`src/rtl/pal_macro_pkg.sv`:
```
// Shared types and config-map helpers for the PAL/GAL macrocell fabric.
package pal_macro_pkg;

    // Serial config loader states.
    typedef enum logic [1:0] {
        StIdle,
        StLoading,
        StFull,
        StOverrun
    } load_state_e;

    // Total configuration length for a fabric of n inputs, m outputs and p product terms.
    function automatic int unsigned cfg_len(input int unsigned n, input int unsigned m,
                                            input int unsigned p);
        return 2 * (n + m) * p + m * p + 2 * m;
    endfunction

    // Macrocell control bit: inv=0 selects REG_EN, inv=1 selects INV for output m.
    function automatic int unsigned mc_bit(input int unsigned m, input int unsigned inv);
        return 2 * m + inv;
    endfunction

    // OR-plane bit connecting term p to output m.
    function automatic int unsigned or_bit(input int unsigned nm, input int unsigned np,
                                           input int unsigned m, input int unsigned p);
        return 2 * nm + m * np + p;
    endfunction

    // AND-plane bit selecting literal k of term p; neg=1 selects the complemented literal.
    function automatic int unsigned and_bit(input int unsigned nn, input int unsigned nm,
                                            input int unsigned np, input int unsigned p,
                                            input int unsigned k, input int unsigned neg);
        return 2 * nm + nm * np + p * 2 * (nn + nm) + 2 * k + neg;
    endfunction

endpackage

```
`src/rtl/pal_macrocell.sv`:
```
// One output macrocell: state register, combinational/registered select, inversion and
// gating of the output until a configuration has been committed.
module pal_macrocell
    import pal_macro_pkg::*;
(
    input  logic clk_i,
    input  logic rst_i,
    input  logic clr_i,
    input  logic en_i,
    input  logic valid_i,
    input  logic sum_i,
    input  logic reg_en_i,
    input  logic inv_i,
    output logic q_o,
    output logic out_o
);

    logic q_q;

    // Macrocell register: cleared on a successful commit, otherwise loads the sum when running.
    always_ff @(posedge clk_i or posedge rst_i) begin
        if (rst_i) begin
            q_q <= 1'b0;
        end else if (clr_i) begin
            q_q <= 1'b0;
        end else if (valid_i && en_i) begin
            q_q <= sum_i;
        end
    end

    // Feedback always comes from the register, so the planes never form a combinational loop.
    always_comb begin
        q_o   = q_q;
        out_o = 1'b0;
        if (valid_i) begin
            out_o = (reg_en_i ? q_q : sum_i) ^ inv_i;
        end
    end

endmodule

```
`src/rtl/pal_macro_fabric.sv`:
```
// Parametrised PAL/GAL fabric: programmable AND and OR planes, M macrocells with feedback,
// and a double-buffered serial configuration chain with commit/error signalling.
module pal_macro_fabric
    import pal_macro_pkg::*;
#(
    parameter int unsigned N = 8,
    parameter int unsigned M = 4,
    parameter int unsigned P = 16
) (
    input  logic         CLK,
    input  logic         RES,
    input  logic         EN,
    input  logic         CFG_IN,
    input  logic         CFG_SHIFT,
    input  logic         CFG_APPLY,
    output logic         CFG_OUT,
    output logic         CFG_DONE,
    output logic         CFG_ERR,
    output logic         CFG_VALID,
    input  logic [N-1:0] INPUT_VARS,
    output logic [M-1:0] OUTPUT_VALS
);

    localparam int unsigned CFG_LEN = cfg_len(N, M, P);
    localparam int unsigned CNT_W   = $clog2(CFG_LEN + 1);
    localparam int unsigned L       = N + M;
    localparam logic [CNT_W-1:0] CntMax = CNT_W'(CFG_LEN);

    logic [CFG_LEN-1:0] shadow_q;
    logic [CFG_LEN-1:0] active_q;
    logic [CNT_W-1:0]   cnt_q;
    logic [CNT_W-1:0]   cnt_inc;
    load_state_e        state_q;
    logic               done_q;
    logic               err_q;
    logic               valid_q;
    logic               commit;

    logic [M-1:0] fb;
    logic [L-1:0] lits;
    logic [P-1:0] terms;
    logic [M-1:0] sums;

    // Commit is only legal once exactly CFG_LEN bits have been shifted in.
    always_comb begin
        commit  = CFG_APPLY && (state_q == StFull);
        cnt_inc = cnt_q + 1'b1;
    end

    // Loader FSM: shift chain, saturating bit counter, commit/reject and status pulses.
    always_ff @(posedge CLK or posedge RES) begin
        if (RES) begin
            shadow_q <= '0;
            active_q <= '0;
            cnt_q    <= '0;
            state_q  <= StIdle;
            done_q   <= 1'b0;
            err_q    <= 1'b0;
            valid_q  <= 1'b0;
        end else begin
            done_q <= 1'b0;
            err_q  <= 1'b0;
            if (CFG_APPLY) begin
                // Apply wins over a simultaneous shift; shadow contents are kept either way.
                cnt_q   <= '0;
                state_q <= StIdle;
                if (commit) begin
                    active_q <= shadow_q;
                    valid_q  <= 1'b1;
                    done_q   <= 1'b1;
                end else begin
                    err_q <= 1'b1;
                end
            end else if (CFG_SHIFT) begin
                shadow_q <= {shadow_q[CFG_LEN-2:0], CFG_IN};
                if (cnt_q != CntMax) begin
                    cnt_q <= cnt_inc;
                end
                unique case (state_q)
                    StIdle:    state_q <= (cnt_inc == CntMax) ? StFull : StLoading;
                    StLoading: if (cnt_inc == CntMax) state_q <= StFull;
                    StFull:    state_q <= StOverrun;
                    StOverrun: state_q <= StOverrun;
                endcase
            end
        end
    end

    assign CFG_OUT   = shadow_q[CFG_LEN-1];
    assign CFG_DONE  = done_q;
    assign CFG_ERR   = err_q;
    assign CFG_VALID = valid_q;

    // Literal vector: primary inputs first, then macrocell feedback.
    assign lits = {fb, INPUT_VARS};

    // AND plane: a term with no literal selected is forced to 0 rather than 1.
    for (genvar p = 0; p < P; p++) begin : g_term
        logic [L-1:0] pos_sel;
        logic [L-1:0] neg_sel;
        for (genvar k = 0; k < L; k++) begin : g_lit
            localparam int unsigned PosIdx = and_bit(N, M, P, p, k, 0);
            localparam int unsigned NegIdx = and_bit(N, M, P, p, k, 1);
            assign pos_sel[k] = active_q[PosIdx];
            assign neg_sel[k] = active_q[NegIdx];
        end
        assign terms[p] = (|(pos_sel | neg_sel)) & ~(|(pos_sel & ~lits))
                          & ~(|(neg_sel & lits));
    end

    // OR plane and macrocells.
    for (genvar m = 0; m < M; m++) begin : g_out
        localparam int unsigned OrIdx  = or_bit(M, P, m, 0);
        localparam int unsigned RegIdx = mc_bit(m, 0);
        localparam int unsigned InvIdx = mc_bit(m, 1);
        logic [P-1:0] or_sel;

        assign or_sel  = active_q[OrIdx +: P];
        assign sums[m] = |(or_sel & terms);

        pal_macrocell u_mc (
            .clk_i    (CLK),
            .rst_i    (RES),
            .clr_i    (commit),
            .en_i     (EN),
            .valid_i  (valid_q),
            .sum_i    (sums[m]),
            .reg_en_i (active_q[RegIdx]),
            .inv_i    (active_q[InvIdx]),
            .q_o      (fb[m]),
            .out_o    (OUTPUT_VALS[m])
        );
    end

endmodule

```
`config.mk`:
```
export PLATFORM = sky130hd
export DESIGN_NAME = pal_macro_fabric
export DESIGN_NICKNAME = d
export VERILOG_FILES = /design/src/rtl/pal_macro_pkg.sv /design/src/rtl/pal_macrocell.sv /design/src/rtl/pal_macro_fabric.sv
export SDC_FILE = /design/constraint.sdc
export NUM_CORES = 2
export LEC_CHECK = 0
export ABC_AREA = 1
export CORE_UTILIZATION = 30
export CTS_CLUSTER_SIZE = 28
export DETAILED_ROUTE_END_ITERATION = 8
export PLACE_DENSITY = 0.43
export SETUP_SLACK_MARGIN = 0.5
export SLEW_MARGIN = 20
export SYNTH_ARGS = -nofsm -noshare
export SYNTH_HDL_FRONTEND = slang
export SYNTH_SLANG_ARGS = --single-unit
```
`constraint.sdc`:
```
create_clock -name CLK -period 32.8 [get_ports CLK]
set_clock_uncertainty 0.05 [all_clocks]
set_input_delay 3.28 -clock CLK [delete_from_list [all_inputs] [get_ports CLK]]
set_output_delay 3.28 -clock CLK [all_outputs]
set_load 0.02 [all_outputs]
```
==> flow_summary.rst <==
.. list-table::
   :header-rows: 1

   * - Metric
     - Value
   * - Via count of the first global-routing pass
     - 30,500
   * - Half-perimeter wire length after detailed placement
     - 72.5 mm
   * - Outcome
     - completed
   * - Transition time of the tightest slew-check pin
     - 1.14 ns
   * - Share of final-layout standard cells stronger than drive strength 1
     - 5.18%
   * - Final TNS setup
     - 0 ns
   * - CTS buffer count
     - 107
   * - Total DRC errors in the routed layout
     - 0
   * - TritonCTS clock tree
     - done
   * - Slew headroom
     - 23.7%
   * - Share of synthesized area occupied by flip-flops and latches
     - 57.9%
   * - Max-capacitance violation count
     - 0
   * - Count of instances resized after the clock tree is built
     - 0
   * - Y dimension of the die
     - 368 µm
   * - Leftover overflow at the end of global routing
     - 0
   * - Final-report setup violation count
     - 0
   * - Setup Crit Path Kind
     - input pin to output port
   * - Clock tree root driver cell
     - sky130_fd_sc_hd__clkbuf_16
   * - Capturing instance or port of the critical path
     - OUTPUT_VALS[3]
   * - Post-synth top area share
     - 57.9%
   * - Warning count from the yosys run
     - 0
   * - Detail-routed net length per standard cell
     - 17.3 µm
   * - CORE AREA
     - 132,000 µm²
   * - Routed vias/inst
     - 4.63
   * - Gate Count Post-Synth
     - 4,946
   * - Launch instance of the worst register-to-register path
     - g_out[1].u_mc.q_o
   * - Initial drt markers
     - 2,807
   * - Longest Clk Path Bufs
     - 3
   * - Global router's overall resource usage
     - 17.5%
   * - Average footprint of a synthesized cell
     - 8.13 µm²
   * - Number of optimization iterations in the first detailed-route pass
     - 6
   * - Clock input transition at the sequential cells of the worst setup and hold paths
     - 0.06 ns
   * - First-pass GRT wire length
     - 184 mm
   * - Critical path fanouts, max
     - 17
   * - Path category of the worst min-delay check
     - flip-flop to flip-flop
   * - Pin count of the biggest net entering global routing
     - 236
   * - Prevailing post-synth register cell
     - sky130_fd_sc_hd__dfrtp_1
   * - Final RePlAce weighted congestion
     - 0.817
   * - Power density of the placed cells
     - 68.0 nW/µm²
   * - Horiz. Die Dim
     - 368 µm
   * - Maximum clock frequency
     - 0.0998 GHz
   * - Critical Path End Type
     - output port
   * - RSZ-0062 raised after global routing
     - no
   * - CTS Hold Bufs
     - 0
   * - Number of distinct library cells after synthesis
     - 30
   * - Met2 Routed Length
     - 49.8 mm
   * - Maximum vdd drop
     - 41.3 µV
   * - Clock latency of the later-clocked register in the worst-skew pair
     - 0.72 ns
   * - Fin crit period
     - 10.02 ns
   * - Post-layout total power
     - 3100 µW
   * - Highest layer used for signal routing
     - met4
   * - Total via count after detailed routing
     - 31,100
   * - FP Rows
     - 133
   * - Net count reported at finish
     - 4,890
   * - Total Routed Length
     - 117 mm
   * - Share of synthesized registers carrying an async set or reset
     - 100%
   * - Hold_ws
     - 0.416 ns
   * - Floorplan die area
     - 135,000 µm²
   * - Register-to-Register Setup Slack
     - 29.63 ns
   * - Cell leakage power
     - 0.0219 µW
   * - Num Clock Sinks
     - 930
   * - Layout Area Growth over Synthesis
     - 13.2%
   * - Cell type with the highest aggregate area in the netlist
     - sky130_fd_sc_hd__dfrtp_1
   * - Critical Path RT
     - 29.47 ns
   * - Final slew viol count
     - 0
   * - Final Cycle Share
     - 30.6%
   * - Initial antenna violation count
     - 4
   * - Flops & latches, synth
     - 930
   * - H-Tree Depth
     - 3
   * - Number of synthesized flops with an enable pin
     - 0
   * - Capture instance of the worst register-to-register path
     - g_out[0].u_mc.q_o
   * - Commonest cells after routing, fill and taps aside
     - 1,715 x sky130_fd_sc_hd__nand2_1, 930 x sky130_fd_sc_hd__dfrtp_1, 923 x sky130_fd_sc_hd__o21ai_0
   * - Cell area after synthesis
     - 40,200 µm²
   * - Hold Vio Cnt, Final
     - 0
   * - Io pins
     - 22
   * - Leading cell types by total area after synthesis
     - sky130_fd_sc_hd__dfrtp_1 58%, sky130_fd_sc_hd__nand2_1 16%, sky130_fd_sc_hd__o21ai_0 11%
   * - Most common cell after layout, fill and taps aside
     - sky130_fd_sc_hd__nand2_1
   * - Number of buffers added for setup after CTS
     - 0
   * - Synth Net Count
     - 4,962
   * - Number of input and output port buffers inserted
     - 21
   * - FF-to-FF path depth
     - 13
   * - Startpoint type of the worst setup path
     - input pin
   * - Initial core utilization
     - 30.4%
   * - Remaining antenna violation count after routing
     - 0
   * - Wl on met1
     - 58.6 mm
   * - Total met3 wirelength after detailed routing
     - 5.49 mm
   * - Worst Path Arrival
     - 6.69 ns
   * - Worst setup path startpoint
     - INPUT_VARS[5]
kinds of logic after synthesis:
group | count (synthesis) | share of synthesized area, %
flip-flops | 930 | 57.9
buffers and inverters | 740 | 7.47
adder cells (fa/ha/maj) | 2 | 0.0622
XOR/XNOR | 6 | 0.131
AND/OR/NAND/NOR | 2323 | 22.6
AO/OA/AOI/OAI | 945 | 11.8
final cells by class:
class | count | area [µm²]
flip-flops and latches | 930 | 23300
diodes | 1 | 2.50
clock inverters | 40 | 409
inverters | 497 | 1900
repair buffers | 62 | 557
fillers | 14000 | 86600
well taps | 1755 | 2200
clock buffers | 157 | 3250
multi-input cells | 3276 | 13900
worst min path at each step:
| stage | from | endpoint | slack (ns) | depth (start not counted) |
|---|---|---|---|---|
| 3_5_place_dp | state_q[1] | CFG_ERR | 0.41 | 1 |
| 5_1_grt | state_q[1] | CFG_ERR | 0.44 | 1 |
| 6_report | shadow_q[80] | shadow_q[81] | 0.42 | 2 |
| 2_1_floorplan | state_q[1] | CFG_ERR | 0.39 | 1 |
| 4_1_cts | shadow_q[170] | shadow_q[171] | 0.42 | 2 |
| 3_3_place_gp | shadow_q[237] | shadow_q[238] | 0.41 | 2 |
routing by layer:
metal  track usage (%)  up-vias
li1                  -    15400
met1              26.1    14900
met2              25.8      573
met3              3.05      152
met4              4.42        0
met5                 0        -
state kept, by name, indices dropped and copies added (netlist names):
register	count
active_q	456
shadow_q	456
cnt_q	9
g_out.u_mc.q_o	4
state_q	2
CFG_DONE	1
CFG_ERR	1
CFG_VALID	1
worst max-delay path, cell delays in order:
cell	delay [ns]
sky130_fd_sc_hd__clkdlybuf4s50_1	0.40
sky130_fd_sc_hd__buf_4	0.28
sky130_fd_sc_hd__inv_4	0.38
sky130_fd_sc_hd__nand2_1	0.12
sky130_fd_sc_hd__nand2_1	0.10
sky130_fd_sc_hd__nor2_1	0.05
sky130_fd_sc_hd__nand2_1	0.06
sky130_fd_sc_hd__nor2_1	0.08
sky130_fd_sc_hd__nand4_1	0.08
sky130_fd_sc_hd__nand2_1	0.07
sky130_fd_sc_hd__nor2_1	0.24
sky130_fd_sc_hd__nand2_1	0.11
sky130_fd_sc_hd__nor2_2	0.32
sky130_fd_sc_hd__nand2_1	0.13
sky130_fd_sc_hd__nand3_1	0.09
sky130_fd_sc_hd__nand2_1	0.05
sky130_fd_sc_hd__nor2_1	0.15
sky130_fd_sc_hd__clkdlybuf4s50_1	0.64
synthesized netlist by cell type, types with 2 or more instances:
master	n
sky130_fd_sc_hd__nand2_1	1715
sky130_fd_sc_hd__dfrtp_1	930
sky130_fd_sc_hd__o21ai_0	923
sky130_fd_sc_hd__inv_1	485
sky130_fd_sc_hd__nor2_1	430
sky130_fd_sc_hd__clkbuf_1	197
sky130_fd_sc_hd__nand4_1	97
sky130_fd_sc_hd__nand3_1	61
sky130_fd_sc_hd__buf_6	18
sky130_fd_sc_hd__buf_4	17
sky130_fd_sc_hd__nor2_2	11
sky130_fd_sc_hd__buf_2	8
sky130_fd_sc_hd__inv_4	7
sky130_fd_sc_hd__o21ai_1	7
sky130_fd_sc_hd__a21oi_1	5
sky130_fd_sc_hd__inv_2	5
sky130_fd_sc_hd__o22ai_1	5
sky130_fd_sc_hd__xor2_1	5
sky130_fd_sc_hd__o31ai_1	4
sky130_fd_sc_hd__buf_1	3
sky130_fd_sc_hd__ha_1	2
sky130_fd_sc_hd__nand3b_1	2
sky130_fd_sc_hd__or2_0	2
power breakdown:
group | internal (µW) | total, µW | switching (µW)
Clock | 732 | 1230 | 502
Sequential | 1340 | 1490 | 147
Combinational | 127 | 372 | 245
stage by stage:
stage	std cells	cell area, µm²	utilization (%)	setup slack [ns]
6_report	6718	45500	34.5	22.78
4_1_cts	6716	45500	34.4	22.79
2_1_floorplan	4946	40200	-	3.32
3_5_place_dp	6519	41800	31.7	22.81
3_3_place_gp	6519	41800	31.7	22.82
5_1_grt	6717	45500	34.4	22.55
(Power assumes the default switching activity.)
